### config.mk
export PLATFORM = sky130hd
export DESIGN_NAME = bus_rr_arbiter
export DESIGN_NICKNAME = d
export VERILOG_FILES = /design/src/rtl/bus_arb_pkg.sv /design/src/rtl/bus_rr_pick.sv /design/src/rtl/bus_rr_arbiter.sv
export SDC_FILE = /design/constraint.sdc
export NUM_CORES = 1
export LEC_CHECK = 0
export BUFFER_PORTS_ARGS = -buffer_cell sky130_fd_sc_hd__buf_2
export CAP_MARGIN = 10
export CORE_AREA = 2 2 157 159
export CTS_CLUSTER_SIZE = 14
export DETAILED_ROUTE_END_ITERATION = 8
export DIE_AREA = 0 0 159 161
export GPL_TIMING_DRIVEN = 0
export PLACE_DENSITY = 0.51
export SYNTH_ARGS = -nofsm -noshare
export SYNTH_HDL_FRONTEND = slang
export SYNTH_HIERARCHICAL = 1
export SYNTH_SLANG_ARGS = --single-unit
export TNS_END_PERCENT = 50
### constraint.sdc
create_clock -name clk -period 2 [get_ports clk]
set_input_delay 0.1 -clock clk [delete_from_list [all_inputs] [get_ports clk]]
set_output_delay 0.1 -clock clk [all_outputs]
set_load 0.03 [all_outputs]
### src/rtl/bus_arb_pkg.sv
// bus_arb_pkg: shared types, default sizes and index-width helper for the round-robin bus arbiter
package bus_arb_pkg;

    typedef enum logic {ARB_IDLE, ARB_BUSY} arb_state_e;

    localparam int DEF_NUM_REQ        = 4;
    localparam int DEF_ADDR_W         = 32;
    localparam int DEF_DATA_W         = 32;
    localparam int DEF_TIMEOUT_CYCLES = 16;

    function automatic int idx_w(input int n);
        return (n > 1) ? $clog2(n) : 1;
    endfunction

endpackage

### src/rtl/bus_rr_pick.sv
// bus_rr_pick: combinational rotating priority encoder, searches last+1, last+2, ... mod N
module bus_rr_pick
    import bus_arb_pkg::*;
#(
    parameter int N  = DEF_NUM_REQ,
    parameter int IW = idx_w(N)
) (
    input  logic [N-1:0]  req,
    input  logic [IW-1:0] last,
    output logic [IW-1:0] pick,
    output logic          any
);

    logic [IW-1:0] idx;

    // Scan from farthest to nearest slot so the requester right after last wins
    always_comb begin
        pick = '0;
        idx  = '0;
        any  = |req;
        for (int k = N; k >= 1; k--) begin
            idx = IW'((int'(last) + k) % N);
            if (req[idx]) pick = idx;
        end
    end

endmodule

### src/rtl/bus_rr_arbiter.sv
// bus_rr_arbiter: round-robin sharing of one valid/ready bus master port among NUM_REQ requesters.
// Define BUS_ARB_TIMEOUT_EN to abort transactions stalled TIMEOUT_CYCLES BUSY cycles (req_err=1).
module bus_rr_arbiter
    import bus_arb_pkg::*;
#(
    parameter int NUM_REQ        = DEF_NUM_REQ,
    parameter int ADDR_W         = DEF_ADDR_W,
    parameter int DATA_W         = DEF_DATA_W,
    parameter int TIMEOUT_CYCLES = DEF_TIMEOUT_CYCLES
) (
    input  logic                      clk,
    input  logic                      rst_n,
    input  logic [NUM_REQ-1:0]        req_valid,
    input  logic [NUM_REQ-1:0]        req_rw,
    input  logic [NUM_REQ*ADDR_W-1:0] req_addr,
    input  logic [NUM_REQ*DATA_W-1:0] req_wdata,
    output logic [NUM_REQ-1:0]        req_ready,
    output logic [DATA_W-1:0]         req_rdata,
    output logic                      req_err,
    output logic                      m_valid,
    output logic                      m_rw,
    output logic [ADDR_W-1:0]         m_addr,
    output logic [DATA_W-1:0]         m_wdata,
    input  logic                      m_ready,
    input  logic [DATA_W-1:0]         m_rdata,
    output logic [NUM_REQ-1:0]        grant
);

    localparam int IW = idx_w(NUM_REQ);

    if (NUM_REQ < 2 || NUM_REQ > 8 || TIMEOUT_CYCLES < 2) begin : g_bad_cfg
        $error("bus_rr_arbiter: unsupported NUM_REQ or TIMEOUT_CYCLES");
    end

    arb_state_e           state_q, state_d;
    logic [IW-1:0]        last_q, last_d, pick;
    logic                 any, done, timeout;
    logic [NUM_REQ-1:0]   grant_q, grant_d;
    logic                 m_valid_q, m_valid_d, m_rw_q, m_rw_d;
    logic [ADDR_W-1:0]    m_addr_q, m_addr_d;
    logic [DATA_W-1:0]    m_wdata_q, m_wdata_d;

    bus_rr_pick #(.N(NUM_REQ), .IW(IW)) u_pick (
        .req  (req_valid),
        .last (last_q),
        .pick (pick),
        .any  (any)
    );

`ifdef BUS_ARB_TIMEOUT_EN
    localparam int CW = idx_w(TIMEOUT_CYCLES) + 1;

    logic [CW-1:0] cnt_q, cnt_d;

    // Count BUSY cycles without acceptance; restarts at zero on every grant
    always_comb cnt_d = (state_q == ARB_BUSY && !done) ? cnt_q + 1'b1 : '0;

    // Stall counter register
    always_ff @(posedge clk or negedge rst_n) begin
        if (!rst_n) cnt_q <= '0;
        else        cnt_q <= cnt_d;
    end

    assign timeout = state_q == ARB_BUSY && !m_ready && cnt_q == CW'(TIMEOUT_CYCLES - 1);
`else
    assign timeout = 1'b0;
`endif

    assign done = state_q == ARB_BUSY && (m_ready || timeout);

    // State, pointer and registered bus payload
    always_ff @(posedge clk or negedge rst_n) begin
        if (!rst_n) begin
            state_q   <= ARB_IDLE;
            last_q    <= IW'(NUM_REQ - 1);
            grant_q   <= '0;
            m_valid_q <= 1'b0;
            m_rw_q    <= 1'b0;
            m_addr_q  <= '0;
            m_wdata_q <= '0;
        end else begin
            state_q   <= state_d;
            last_q    <= last_d;
            grant_q   <= grant_d;
            m_valid_q <= m_valid_d;
            m_rw_q    <= m_rw_d;
            m_addr_q  <= m_addr_d;
            m_wdata_q <= m_wdata_d;
        end
    end

    // Leave IDLE on any request, leave BUSY on acceptance or abort
    always_comb state_d = (state_q == ARB_IDLE) ? (any ? ARB_BUSY : ARB_IDLE) : (done ? ARB_IDLE : ARB_BUSY);

    // Latch the winner's payload at grant; clear the bus back to idle values on completion
    always_comb begin
        last_d    = last_q;
        grant_d   = grant_q;
        m_valid_d = m_valid_q;
        m_rw_d    = m_rw_q;
        m_addr_d  = m_addr_q;
        m_wdata_d = m_wdata_q;
        if (state_q == ARB_IDLE && any) begin
            last_d    = pick;
            grant_d   = NUM_REQ'(1) << pick;
            m_valid_d = 1'b1;
            m_rw_d    = req_rw[pick];
            m_addr_d  = req_addr[pick*ADDR_W +: ADDR_W];
            m_wdata_d = req_wdata[pick*DATA_W +: DATA_W];
        end else if (done) begin
            grant_d   = '0;
            m_valid_d = 1'b0;
            m_rw_d    = 1'b0;
            m_addr_d  = '0;
            m_wdata_d = '0;
        end
    end

    // Completion handshake returned to the current owner in the accept/abort cycle
    always_comb begin
        req_ready = done ? grant_q : '0;
        req_err   = timeout;
    end

    assign req_rdata = m_rdata;
    assign m_valid   = m_valid_q;
    assign m_rw      = m_rw_q;
    assign m_addr    = m_addr_q;
    assign m_wdata   = m_wdata_q;
    assign grant     = grant_q;

endmodule

# [After elaboration in Yosys (flattened, before gate mapping)]
# Cells that the tools add are included.
[word_totals] register_bits=73 in_bits=299 output_inout_bits=107 word_cells=50
[op_classes] addsub=4 order_cmp=5 shifts=3 mux=26 bitwise_logic=1 reduce_logical=4
[ops] op="variable part select 128 x 8 -> 32 bit" count=2
[ops] op="two-way mux 32 bit" count=3
[ops] op="less-than comparator 2 x 3 -> 1 bit (second input constant)" count=5
[ops] op="two-way mux 4 bit" count=3
[ops] op="two-way mux 1 bit" count=11
[ops] op="binary-select mux 1 bit (select 2 bit)" count=5
[ops] op="two-way mux 2 bit" count=4
[ops] op="adder 2 x 1 -> 2 bit (second input constant)" count=2
[ops] op="adder 2 bit (second input constant)" count=2
[ops] op="OR reduction 4 bit" count=1
[ops] op="left shift 1 x 2 -> 4 bit (first input constant)" count=1
[ops] op="logical AND 1 bit" count=2
[ops] op="nonzero test 2 bit" count=1
[ops] op="inverter 1 bit" count=1

# [Depth between registers and ports, before layout]
# Gate-level depths: netlist (run 1).
[depth] word_depth=10 mapped_depth=9 mapped_depth_nobuf=6

# [Hierarchy]
# The synthesis (run 1) kept the hierarchy.
[by_module_without_submodules] module="bus_rr_arbiter" n_inst=1 cells_per_inst=428 area_each_um2=4674.5 seq_area_each_um2=1829.3
[by_module_without_submodules] module="bus_rr_pick" n_inst=1 cells_per_inst=14 area_each_um2=91.3 seq_area_each_um2=0.0

# [Worst setup path before layout (run 1)]
# Ideal clock, no wire load.
[synth_timing] path_type="register -> register" startpoint="reg last_q[1]" endpoint="reg m_addr_q[10], in the netlist m_addr[10]" setup_ns=0.135 arrival_time_ns=1.655 t_required_ns=1.865 path_slack_ns=0.210 stages_incl_launch_ff=8 n_path_buf=2 period_less_slack_ns=1.790 cell_sequence="dfstp_2 > a31oi_1 > a21oi_1 > buf_4 > buf_2 > mux2_2 > a22oi_1 > o21ai_0"
[synth_via] elab_chain_cells=9 elab_cells_between_ends=18 cone_classes="add/sub: 4; shift: 1; mux: 13"
[synth_lines] item="from (decl)" line_no="bus_rr_arbiter.sv:36" rtl="logic [IW-1:0] last_q, last_d, pick;"
[synth_lines] item="from (signal assigned)" line_no="bus_rr_arbiter.sv:75" rtl="last_q <= IW'(NUM_REQ - 1);"
[synth_lines] item="from (signal assigned)" line_no="bus_rr_arbiter.sv:83" rtl="last_q <= last_d;"
[synth_lines] item="adder 2 x 1 -> 2 bit" line_no="bus_rr_pick.sv:22" rtl="idx = IW'((int'(last) + k) % N);"
[synth_lines] item="binary-select mux 1 bit (select 2 bit)" line_no="bus_rr_pick.sv:23" rtl="if (req[idx]) pick = idx;"
[synth_lines] item="two-way mux 1 bit (implied by the code)" line_no="bus_rr_pick.sv:23"
[synth_lines] item="two-way mux 2 bit (3 in series)" line_no="bus_rr_pick.sv:23"
[synth_lines] item="two-way mux 2 bit *" line_no="bus_rr_pick.sv:23"
[synth_lines] item="named net pick[1]" line_no="bus_rr_arbiter.sv:36"
[synth_lines] item="variable part select 128 x 8 -> 32 bit *" line_no="bus_rr_arbiter.sv:108" rtl="m_addr_d = req_addr[pick*ADDR_W +: ADDR_W];"
[synth_lines] item="two-way mux 32 bit *" line_no="bus_rr_arbiter.sv:103" rtl="if (state_q == ARB_IDLE && any) begin"
[synth_lines] item="to (signal assigned)" line_no="bus_rr_arbiter.sv:87" rtl="m_addr_q <= m_addr_d;"
[synth_lines] item="to (decl)" line_no="bus_rr_arbiter.sv:40" rtl="logic [ADDR_W-1:0] m_addr_q, m_addr_d;"
# Mark *: on every way through the listed nets, which the timed path passes. The rest lies on a longest branch. The select of a mux whose other input is x is not followed.
# A chain may end at the register's enable or synchronous reset.

# [Worst setup path after layout (run 1)]
[layout_timing] startpoint="reg last_q[1]" endpoint="reg m_wdata_q[6], in the netlist m_wdata[6]"
[layout_via] elab_chain_cells=9 elab_cells_between_ends=18 cone_classes="add/sub: 4; shift: 1; mux: 13"
[layout_lines] item="adder 2 x 1 -> 2 bit" line_no="bus_rr_pick.sv:22"
[layout_lines] item="binary-select mux 1 bit (select 2 bit)" line_no="bus_rr_pick.sv:23"
[layout_lines] item="two-way mux 1 bit (implied by the code)" line_no="bus_rr_pick.sv:23"
[layout_lines] item="two-way mux 2 bit (3 in series)" line_no="bus_rr_pick.sv:23"
[layout_lines] item="two-way mux 2 bit *" line_no="bus_rr_pick.sv:23"
[layout_lines] item="named net pick[1]" line_no="bus_rr_arbiter.sv:36"
[layout_lines] item="variable part select 128 x 8 -> 32 bit *" line_no="bus_rr_arbiter.sv:109" rtl="m_wdata_d = req_wdata[pick*DATA_W +: DATA_W];"
[layout_lines] item="two-way mux 32 bit *" line_no="bus_rr_arbiter.sv:103"
[layout_lines] item="to (signal assigned)" line_no="bus_rr_arbiter.sv:88" rtl="m_wdata_q <= m_wdata_d;"
[layout_lines] item="to (decl)" line_no="bus_rr_arbiter.sv:41" rtl="logic [DATA_W-1:0] m_wdata_q, m_wdata_d;"
# Marked as above.

==> run metrics, run 1 <==
Synth area leaders=dfrtp_1 (37%), mux2_2 (15%), mux2i_1 (14%); Combinational Power Share=0.528; Crit path max-delay family=flip-flops; Final Max Slew Viols=0; worst-path maximum fanout=7; CP cell instances=a31oi_1 -> a21oi_1 -> buf_6 -> buf_12 -> clkbuf_16 -> mux2_4 -> a22oi_1 -> o21ai_1; crit end category=register; DRT Pass-1 Iters=4; DR vias=5091; die area=25600 sq um; Setup-failing EPs final=30; min Tclk post-route=2060 ps; slowest cell delay on critical path=590 ps; skew final=13.1 ps; hold_sp=req_addr[57]; final net count=1151; Power Density=951 nW/um^2; ys async rst share=1.00; Row Count=57; fmax=0.486 GHz; post-synthesis instance total=442; wirelength, routed=21700 microns; pin count of the biggest net entering global routing=38; starting density of the core=0.199; PortBufs=372; Worst-Margin Slew=532 ps; number of global-route vias before repair=5339; Slowest-stage cell, CP=dfstp_2; Total GRT Usage=0.160; Worst Hold Path Cells=3; worst vdd ir=0.451 mV; first-pass GRT wire length=31100 microns; switching pwr=0.00319 W; Fillers=2488; Clock Pin Slew Worst Setup and Hold Paths=70 ps; R2R cell count=8; status=finished with violations; Hold EP=m_addr[25]; WP data arrival=2280 ps; wire length per cell=18.3 microns; synth warn=6; antenna-violating nets left=0; share of post-route cells with drive strength above 1=0.729; Synth area leader=dfrtp_1; Worst Slack Setup Final=-57.8 ps; Hold Crit Class=in2reg; portion of the post-synthesis area used by sequential elements=0.384; Avg Cell Area, Syn=10.8 sq um; clock tree from TritonCTS=yes; Worst-Skew Late Latency=340 ps; Net Sw Frac=0.387; Fin. Hold Viols=0; fin cells=1182; Tcrit/Tclk final=1.03; DP Area=7060 sq um; RSZ-0062 raised after global routing=yes; Core Area=24000 sq um; Mapped Nets=741; # DRC=0; sequential power share=0.250; r2r endpoint=m_wdata[6]; RR Startpoint=last_q[1]; CP Data Required Time=2220 ps; Setup Crit Path Kind=reg2reg; Int Power=0.00504 W; Hold WS=27.3 ps; Reg2Reg Setup Slack=-60 ps; crit path buf inv count=3; area fraction of the dominant cell type after synthesis=0.373; detail-routed via count per cell=4.31; most common cell in the netlist=dfrtp_1; max cap viols=0; Die X=159 microns; clock root buffer=clkbuf_16; Clk pwr share=0.222; # placed instances=1139; final instance area=8650 sq um; number of flops mapped to enable cells by yosys=0; H-tree depth=3; hpwl dp=16000 microns; post-synthesis cell area=4770 sq um; RD Place Congestion=0.805; synthesis-to-layout area growth=81.4%; most common flop cell mapped by yosys=dfrtp_1; maximum clock path buffer count=2; Clock Sinks=73; Slew headroom=0.646; Seq cells post-synth=73; GR Overflow Total=0; Worst setup SP type=register; top post-synthesis cells by count=dfrtp_1 (71), mux2i_1 (66), a22oi_1 (65), mux2_2 (65), o21ai_0 (55); Num CTS Buffers=9; Leakage Power=4.42 nW; synth unique cells=27; die span in y=161 microns; failing checks=setup timing; I/O pin count=406; initial antenna violation count=2; DR iter-0 viols=139
[state kept, by name, summed over array words and instances (netlist names)]
signal / count
m_addr: 32
grant: 4
m_valid: 1
last_q: 2
m_wdata: 32
m_rw: 1
state_q: 1
[worst max path at each step]
| stage | startpoint | endpoint | slack (ps) | cells after the start |
|---|---|---|---|---|
| after CTS | last_q[1] | m_wdata[14] | -70 | 8 |
| after floorplan | last_q[1] | m_addr[10] | 210 | 7 |
| after global placement | last_q[1] | m_addr[10] | -530 | 6 |
| final | last_q[1] | m_wdata[6] | -60 | 8 |
| after detailed placement | last_q[1] | m_addr[7] | -580 | 6 |
| after global routing | last_q[1] | m_wdata[12] | -130 | 8 |
[metrics by stage]
step	util	worst slack (ps)	TNS, ps	power [W]
after detailed placement	0.294	-583	-17330	0.00527
after global placement	0.293	-526	-14930	0.00525
after global routing	0.361	-130	-5860	0.00866
final	0.361	-57.8	-424	0.00823
after floorplan	-	210	0	0.00410
after CTS	0.337	-71.8	-1530	0.00788
[worst register-to-register path, cell delays in order (launching register included)]
cell and delay [ps]:
dfstp_2 590, a31oi_1 100, a21oi_1 200, buf_6 180, buf_12 170, clkbuf_16 160
mux2_4 290, a22oi_1 150, o21ai_1 90
[final cells by class]
cell class                      count  area [sq um]  share of cell area
Multi-Input combinational cell    296          2990               0.345
Tap cell                          324           405              0.0469
Inverter                            3          11.3             0.00130
Sequential cell                    73          1830               0.212
Buffer                             69           722              0.0835
Clock inverter                      6          90.1              0.0104
Clock buffer                       10           239              0.0276
Antenna cell                        1          2.50            0.000289
Timing Repair Buffer              400          2360               0.273
[timing repair]
action | in CTS | in global routing
endpoints found under the hold margin | 34 | 0
buffers inserted | 13 | 2
endpoints found under the setup margin | 71 | 70
pin swaps | 21 | 41
resized for setup | 156 | 98
cloned | 4 | 7
hold buffers | 1 | 0
[layer usage]
metal	track usage	vias to the layer above	routed length, microns
met1	0.188	2370	8850
li1	-	2447	-
met2	0.284	251	11000
met5	0	-	13
met3	0.0411	21	1330
met4	0.0554	2	465
[power by group through the flow]
stage | combinational [W] | sequential (W) | clock [W]
floorplan | 0.00142 | 0.00268 | 0
global placement | 0.00322 | 0.00202 | 0
detailed placement | 0.00323 | 0.00204 | 0
CTS | 0.00397 | 0.00203 | 0.00188
global route | 0.00460 | 0.00211 | 0.00195
finish | 0.00434 | 0.00206 | 0.00183
[cell usage in the layout, fill, tap and decap left out, types with 4 or more instances in the layout]
| cell type | Yosys | routed |
|---|---|---|
| dfrtp_1 | 71 | 71 |
| buf_4 | 40 | 43 |
| o21ai_0 | 55 | 4 |
| a22oi_2 | 0 | 55 |
| a22oi_1 | 65 | 10 |
| nand2b_1 | 4 | 4 |
| buf_12 | 0 | 19 |
| o21ai_1 | 13 | 64 |
| buf_6 | 8 | 7 |
| mux2i_2 | 0 | 12 |
| buf_16 | 0 | 5 |
| nor2_1 | 4 | 4 |
| and3_1 | 4 | 4 |
| nand2_1 | 6 | 6 |
| clkbuf_4 | 0 | 5 |
| buf_2 | 17 | 379 |
| mux2_2 | 65 | 12 |
| clkbuf_16 | 0 | 16 |
| mux2_4 | 0 | 53 |
| mux2i_1 | 66 | 52 |
[cells by family after synthesis]
kind of cell    Yosys count  synth area share
compound gates          142             0.188
mux                     132             0.297
flops                    73             0.384
buf+inv                  73             0.106
simple gates             21            0.0242
other cells               1          0.000787
No activity file was read; power rests on OpenSTA's default activity.
==> run 2: changes to the inputs <==
CELL_PAD_IN_SITES_DETAIL_PLACEMENT = 0   (was not set)
CELL_PAD_IN_SITES_GLOBAL_PLACEMENT = 2   (was not set)
CORE_AREA = not set   (was 2 2 157 159)
CORE_ASPECT_RATIO = 1.2   (was not set)
CORE_MARGIN = 2   (was not set)
CORE_UTILIZATION = 20   (was not set)
DIE_AREA = not set   (was 0 0 159 161)
PLACE_DENSITY = 0.83   (was 0.51)
==> run 2 against run 1 <==
Effect of this change: the run still ends with setup timing left; wire length decreased by 1.3%; sequential share of layout area increased by 1.3 points; critical path type unchanged; cell area decreased by 5.6%; clock power increased by 8%; via count decreased by 1.8%; sequential power about the same; clock skew decreased by 8.9 ps; core utilization decreased by 1.0 points; register-to-register slack improved by 30 ps; worst hold slack got worse by 1.3 ps; non-clock buffer count decreased by 8; setup slack improved by 32 ps.
==> run metrics, run 2 (same netlist as run 1, synthesis figures left out) <==
initial antenna violation count=0 (-2); I/O pin count=406 (unchanged); Clock Pin Slew Worst Setup and Hold Paths=60 ps (about the same); RD Place Congestion=0.755 (-6.2%); crit end category=register; Worst-Margin Slew=507 ps (-24.5 ps); final net count=1143 (-0.70%); Num CTS Buffers=9 (unchanged); status=finished with violations; Int Power=0.00491 W (-2.6%); Core Area=23300 sq um (-2.9%); skew final=4.23 ps (-8.88 ps); wirelength, routed=21400 microns (-1.3%); CP Data Required Time=2220 ps (about the same); Slew headroom=0.662 (+0.0163); # DRC=0 (unchanged); Combinational Power Share=0.495 (-0.033); wire length per cell=18.4 microns (+0.23%); Total GRT Usage=0.160 (-0.000258); WP data arrival=2240 ps (-40 ps); Clk pwr share=0.248 (+0.026); die span in y=173 microns (+7.5%); dpl ws=-493 ps (+90.1 ps); maximum clock path buffer count=2 (unchanged); fin cells=1164 (-1.5%); Worst Slack Setup Final=-25.4 ps (+32.4 ps); switching pwr=0.00303 W (-4.9%); Final Max Slew Viols=0 (unchanged); clock tree from TritonCTS=yes; Hold Crit Class=in2reg; worst-path maximum fanout=6 (-1); Worst-Skew Late Latency=340 ps (about the same); antenna-violating nets left=0 (unchanged); DR iter-0 viols=159 (+14%); Clock Sinks=73 (unchanged); DR vias=5001 (-1.8%); synthesis-to-layout area growth=71.2%; worst vdd ir=0.377 mV (-16%); Row Count=61 (+7.0%); sequential power share=0.256 (+0.006); commonest non-fill, non-tap cell in the layout=buf_2; H-tree depth=3 (unchanged); setup TNS after final layout=-62.2 ps (+362 ps); fmax=0.494 GHz (+1.6%); Power Density=973 nW/um^2 (+2.3%); GR Overflow Total=0 (unchanged); Reg2Reg Setup Slack=-30 ps (+30 ps); diode count=0 (-1); Setup Crit Path Kind=reg2reg; Tcrit/Tclk final=1.01 (-0.0162); Fin. Hold Viols=0 (unchanged); number of global-route vias before repair=5203 (-2.5%); detail-routed via count per cell=4.30 (-0.25%); # placed instances=1130 (-0.79%); min Tclk post-route=2030 ps (-32.4 ps); die area=25100 sq um (-2.0%); clock root buffer=clkbuf_16; Hold WS=25.9 ps (-1.33 ps); Die X=145 microns (-8.9%); pin count of the biggest net entering global routing=42 (+11%); Net Sw Frac=0.382 (-0.00565); hpwl dp=16300 microns (+2.3%); share of post-route cells with drive strength above 1=0.688 (-0.0414); Leakage Power=4.18 nW (-5.4%); RR Startpoint=last_q[1]; PortBufs=372 (unchanged); DRT Pass-1 Iters=4 (unchanged); CP Launch Point=last_q[1]; Worst setup SP type=register; max cap viols=0 (unchanged); RSZ-0062 raised after global routing=yes; failing checks=setup timing; hold_sp=req_addr[46]; Setup-failing EPs final=4 (-87%); first-pass GRT wire length=30400 microns (-2.0%); most frequent cells in the layout=buf_2 (380), dfrtp_1 (71), o21ai_1 (62), mux2i_1 (56), mux2_2 (49); starting density of the core=0.205 (+0.00585)
run 2: cell types whose count changed in the layout (fill, tap and decap cells not counted), moves of 5 or more:
| cell | previous run | this run |
|---|---|---|
| mux2i_2 | 12 | 7 |
| mux2_2 | 12 | 49 |
| buf_8 | 3 | 8 |
| mux2_4 | 53 | 16 |
| a22oi_1 | 10 | 41 |
| buf_12 | 19 | 10 |
| a22oi_2 | 55 | 24 |
run 2: cell type report:
class / instances / area, sq um
fill: 2436 / 15100
timing repair buffer: 392 / 2180
tap: 315 / 394
multi-input combinational: 296 / 2710
sequential: 73 / 1830
buffer: 69 / 676
clock buffer: 12 / 256
clock inverter: 4 / 98.8
inverter: 3 / 11.3
run 2: metrics by stage:
step / util / area, sq um / total power, W
6_report: 0.350 / 8160 / 0.00794
3_3_place_gp: 0.302 / 7020 / 0.00526
3_5_place_dp: 0.303 / 7050 / 0.00528
4_1_cts: 0.330 / 7680 / 0.00761
2_1_floorplan: - / 4770 / 0.00410
5_1_grt: 0.350 / 8160 / 0.00836
run 2: critical path, stage by stage, from the launching register on:
cell	delay (ps)
dfstp_2	600
a31oi_4	100
a21oi_4	220
buf_8	200
buf_12	150
mux2_2	370
a22oi_1	150
o21ai_0	100
run 2: routing by layer:
| metal | GRT usage | wire length [microns] | vias up |
|---|---|---|---|
| met5 | 0 | 0 | - |
| met4 | 0.0499 | 337 | 0 |
| met3 | 0.0398 | 1270 | 15 |
| met2 | 0.306 | 11600 | 240 |
| met1 | 0.171 | 8210 | 2309 |
| li1 | - | - | 2437 |
run 2: final timing paths:
check | end | cells past startpoint
min reg2reg | last_q[0] | 2
min in group asynchronous | m_addr[14] | 2
max | m_addr[27] | 7
min | m_addr[14] | 3
max in group asynchronous | last_q[0] | 3
max reg2reg | m_addr[27] | 7
run 2: repair_timing:
action                     4_1_cts  5_1_grt
cloned                           3        4
setup buffers                    6        5
hold endpoints to repair        32        0
resized for setup               32      147
hold buffers                     1        0
pin swaps                        1       13
setup endpoints to repair       70       68
run 2: power groups by stage:
stage	logic, W	registers (W)	clock network (W)
3_3_place_gp	0.00324	0.00202	0
4_1_cts	0.00354	0.00202	0.00205
3_5_place_dp	0.00324	0.00204	0
5_1_grt	0.00419	0.00207	0.00210
2_1_floorplan	0.00142	0.00268	0
6_report	0.00393	0.00204	0.00197
==> run 3: changes to the inputs <==
CTS_BUF_LIST = sky130_fd_sc_hd__clkbuf_16   (was not set)
==> run 3 against run 2 <==
Effect of this change: combinational power is essentially flat; cell area shrank 0.25%; via count is the same; setup slack is essentially flat; clock skew is essentially flat; the run still ends with setup timing left; register-to-register slack is essentially flat; largest power group unchanged; sequential power is essentially flat; die area is the same; fmax is essentially flat; clock-buffer cell count shrank 3; power shrank 1.1%; non-clock buffer count is the same.
==> run metrics, run 3 (same netlist as run 1, synthesis figures left out) <==
PortBufs=372 (unchanged); Leakage Power=4.17 nW (-0.17%); diode count=0 (unchanged); antenna-violating nets left=0 (unchanged); routed wl met2=11600 microns (unchanged); Tcrit/Tclk final=1.01 (about the same); DR iter-0 viols=159 (unchanged); RD Place Congestion=0.755 (unchanged); met1 WL=8210 microns (unchanged); Clock Pin Slew Worst Setup and Hold Paths=60 ps (about the same); Num CTS Buffers=9 (unchanged); Worst-Skew Late Latency=340 ps (about the same); Fillers=2438 (+0.082%); initial antenna violation count=0 (unchanged); # DRC=0 (unchanged); highest metal used=met4; skew final=4.23 ps (-0.000310 ps); dpl ws=-493 ps (unchanged); R2R cell count=7 (unchanged); Core Area=23300 sq um (unchanged); Worst Slack Setup Final=-25.1 ps (+0.304 ps); Clock Sinks=73 (unchanged); Slew headroom=0.662 (unchanged); crit end category=register; fmax=0.494 GHz (about the same); I/O pin count=406 (unchanged); commonest non-fill, non-tap cell in the layout=buf_2; RSZ-0062 raised after global routing=yes; most frequent cells in the layout=buf_2 (380), dfrtp_1 (71), o21ai_1 (62), mux2i_1 (56), mux2_2 (49); status=finished with violations; hold_sp=req_addr[46]; clock root buffer=clkbuf_16; clock tree from TritonCTS=yes; Worst Hold Path Cells=3 (unchanged); Fin. Hold Viols=0 (unchanged); fin cells=1164 (unchanged); Final Max Slew Viols=0 (unchanged); Worst setup SP type=register; final net count=1143 (unchanged); DRT Pass-1 Iters=4 (unchanged); GR Overflow Total=0 (unchanged); H-tree depth=3 (unchanged); area occupied by multi-input gates=2710 sq um (unchanged); starting density of the core=0.205 (unchanged); die span in y=173 microns (unchanged); Setup Crit Path Kind=reg2reg; die area=25100 sq um (unchanged); wirelength, routed=21400 microns (about the same); worst-path maximum fanout=6 (unchanged); min Tclk post-route=2030 ps (-0.304 ps); Hold EP=m_addr[14]; Row Count=61 (unchanged); r2r endpoint=m_addr[27]; Setup-failing EPs final=4 (unchanged); failing checks=setup timing; # placed instances=1130 (unchanged); number of global-route vias before repair=5203 (unchanged); RR Startpoint=last_q[1]; DR vias=5001 (unchanged); max cap viols=0 (unchanged); worst vdd ir=0.377 mV (about the same); pin count of the biggest net entering global routing=42 (unchanged); Pwr Total=0.00786 W (-1.1%); share of post-route cells with drive strength above 1=0.686 (-0.00236); Power Density=965 nW/um^2 (-0.82%); Register Area=1830 sq um (unchanged); synthesis-to-layout area growth=70.8%; hpwl dp=16300 microns (unchanged); Die X=145 microns (unchanged); CP Data Required Time=2220 ps (about the same); setup TNS after final layout=-62.8 ps (-0.572 ps); first-pass GRT wire length=30400 microns (unchanged); Worst-Margin Slew=507 ps (unchanged); Hold Crit Class=in2reg; maximum clock path buffer count=2 (unchanged); Total GRT Usage=0.160 (unchanged); met3 wire len=1270 microns (unchanged); Reg2Reg Setup Slack=-30 ps (about the same); wire length per cell=18.4 microns (about the same); WP data arrival=2240 ps (about the same); detail-routed via count per cell=4.30 (unchanged)
-- run 3: changes by cell type in the layout (fill, tap and decap cells not counted), sizes merged --
cell,delta
clkbuf,-3
clkinv,+2
inv,+1
-- run 3: routing by layer --
metal / vias up / track usage
met2: 240 / 0.306
met3: 15 / 0.0398
li1: 2437 / -
met5: - / 0
met4: 0 / 0.0499
met1: 2309 / 0.171
-- run 3: per-stage QoR --
step / instance area [sq um] / utilization / hold WS [ps]
floorplan: 4770 / - / -196
global placement: 7020 / 0.302 / 375
detailed placement: 7050 / 0.303 / 95.1
CTS: 7660 / 0.329 / 7.35
global route: 8140 / 0.350 / 25.6
finish: 8140 / 0.350 / 25.9
-- run 3: area by class of cell --
cell class,count,share of cell area
Multi-Input combinational cell,296,0.333
Tap cell,315,0.0484
Timing Repair Buffer,392,0.268
Buffer,69,0.0830
Sequential cell,73,0.225
Clock inverter,7,0.0135
Inverter,3,0.00138
Clock buffer,9,0.0277
-- run 3: worst max path at each step --
stage | start | to | slack, ps | depth (start not counted)
after floorplan | last_q[1] | m_addr[10] | 210 | 7
after global placement | last_q[1] | m_addr[3] | -430 | 6
after detailed placement | last_q[1] | m_addr[6] | -490 | 6
after CTS | last_q[1] | m_addr[23] | -80 | 7
after global routing | last_q[1] | m_wdata[28] | -90 | 7
final | last_q[1] | m_addr[27] | -30 | 7
-- run 3: worst max-delay path, stage by stage (launching register included) --
cell and delay (ps):
dfstp_2 600, a31oi_4 100, a21oi_4 220, buf_8 200, buf_12 150, mux2_2 370, a22oi_1 150, o21ai_0 100
-- run 3: power breakdown --
group          internal [W]  switching, W  total (W)
Combinational       0.00180       0.00214    0.00393
Sequential          0.00182      0.000213    0.00204
Clock               0.00121      0.000677    0.00189
-- run 3: repair_timing --
item	4_1_cts	5_1_grt
buffers inserted	6	5
pin swaps	1	13
hold endpoints to repair	32	0
hold buffers	1	0
resized for setup	32	147
cloned	3	4
setup endpoints to repair	70	68
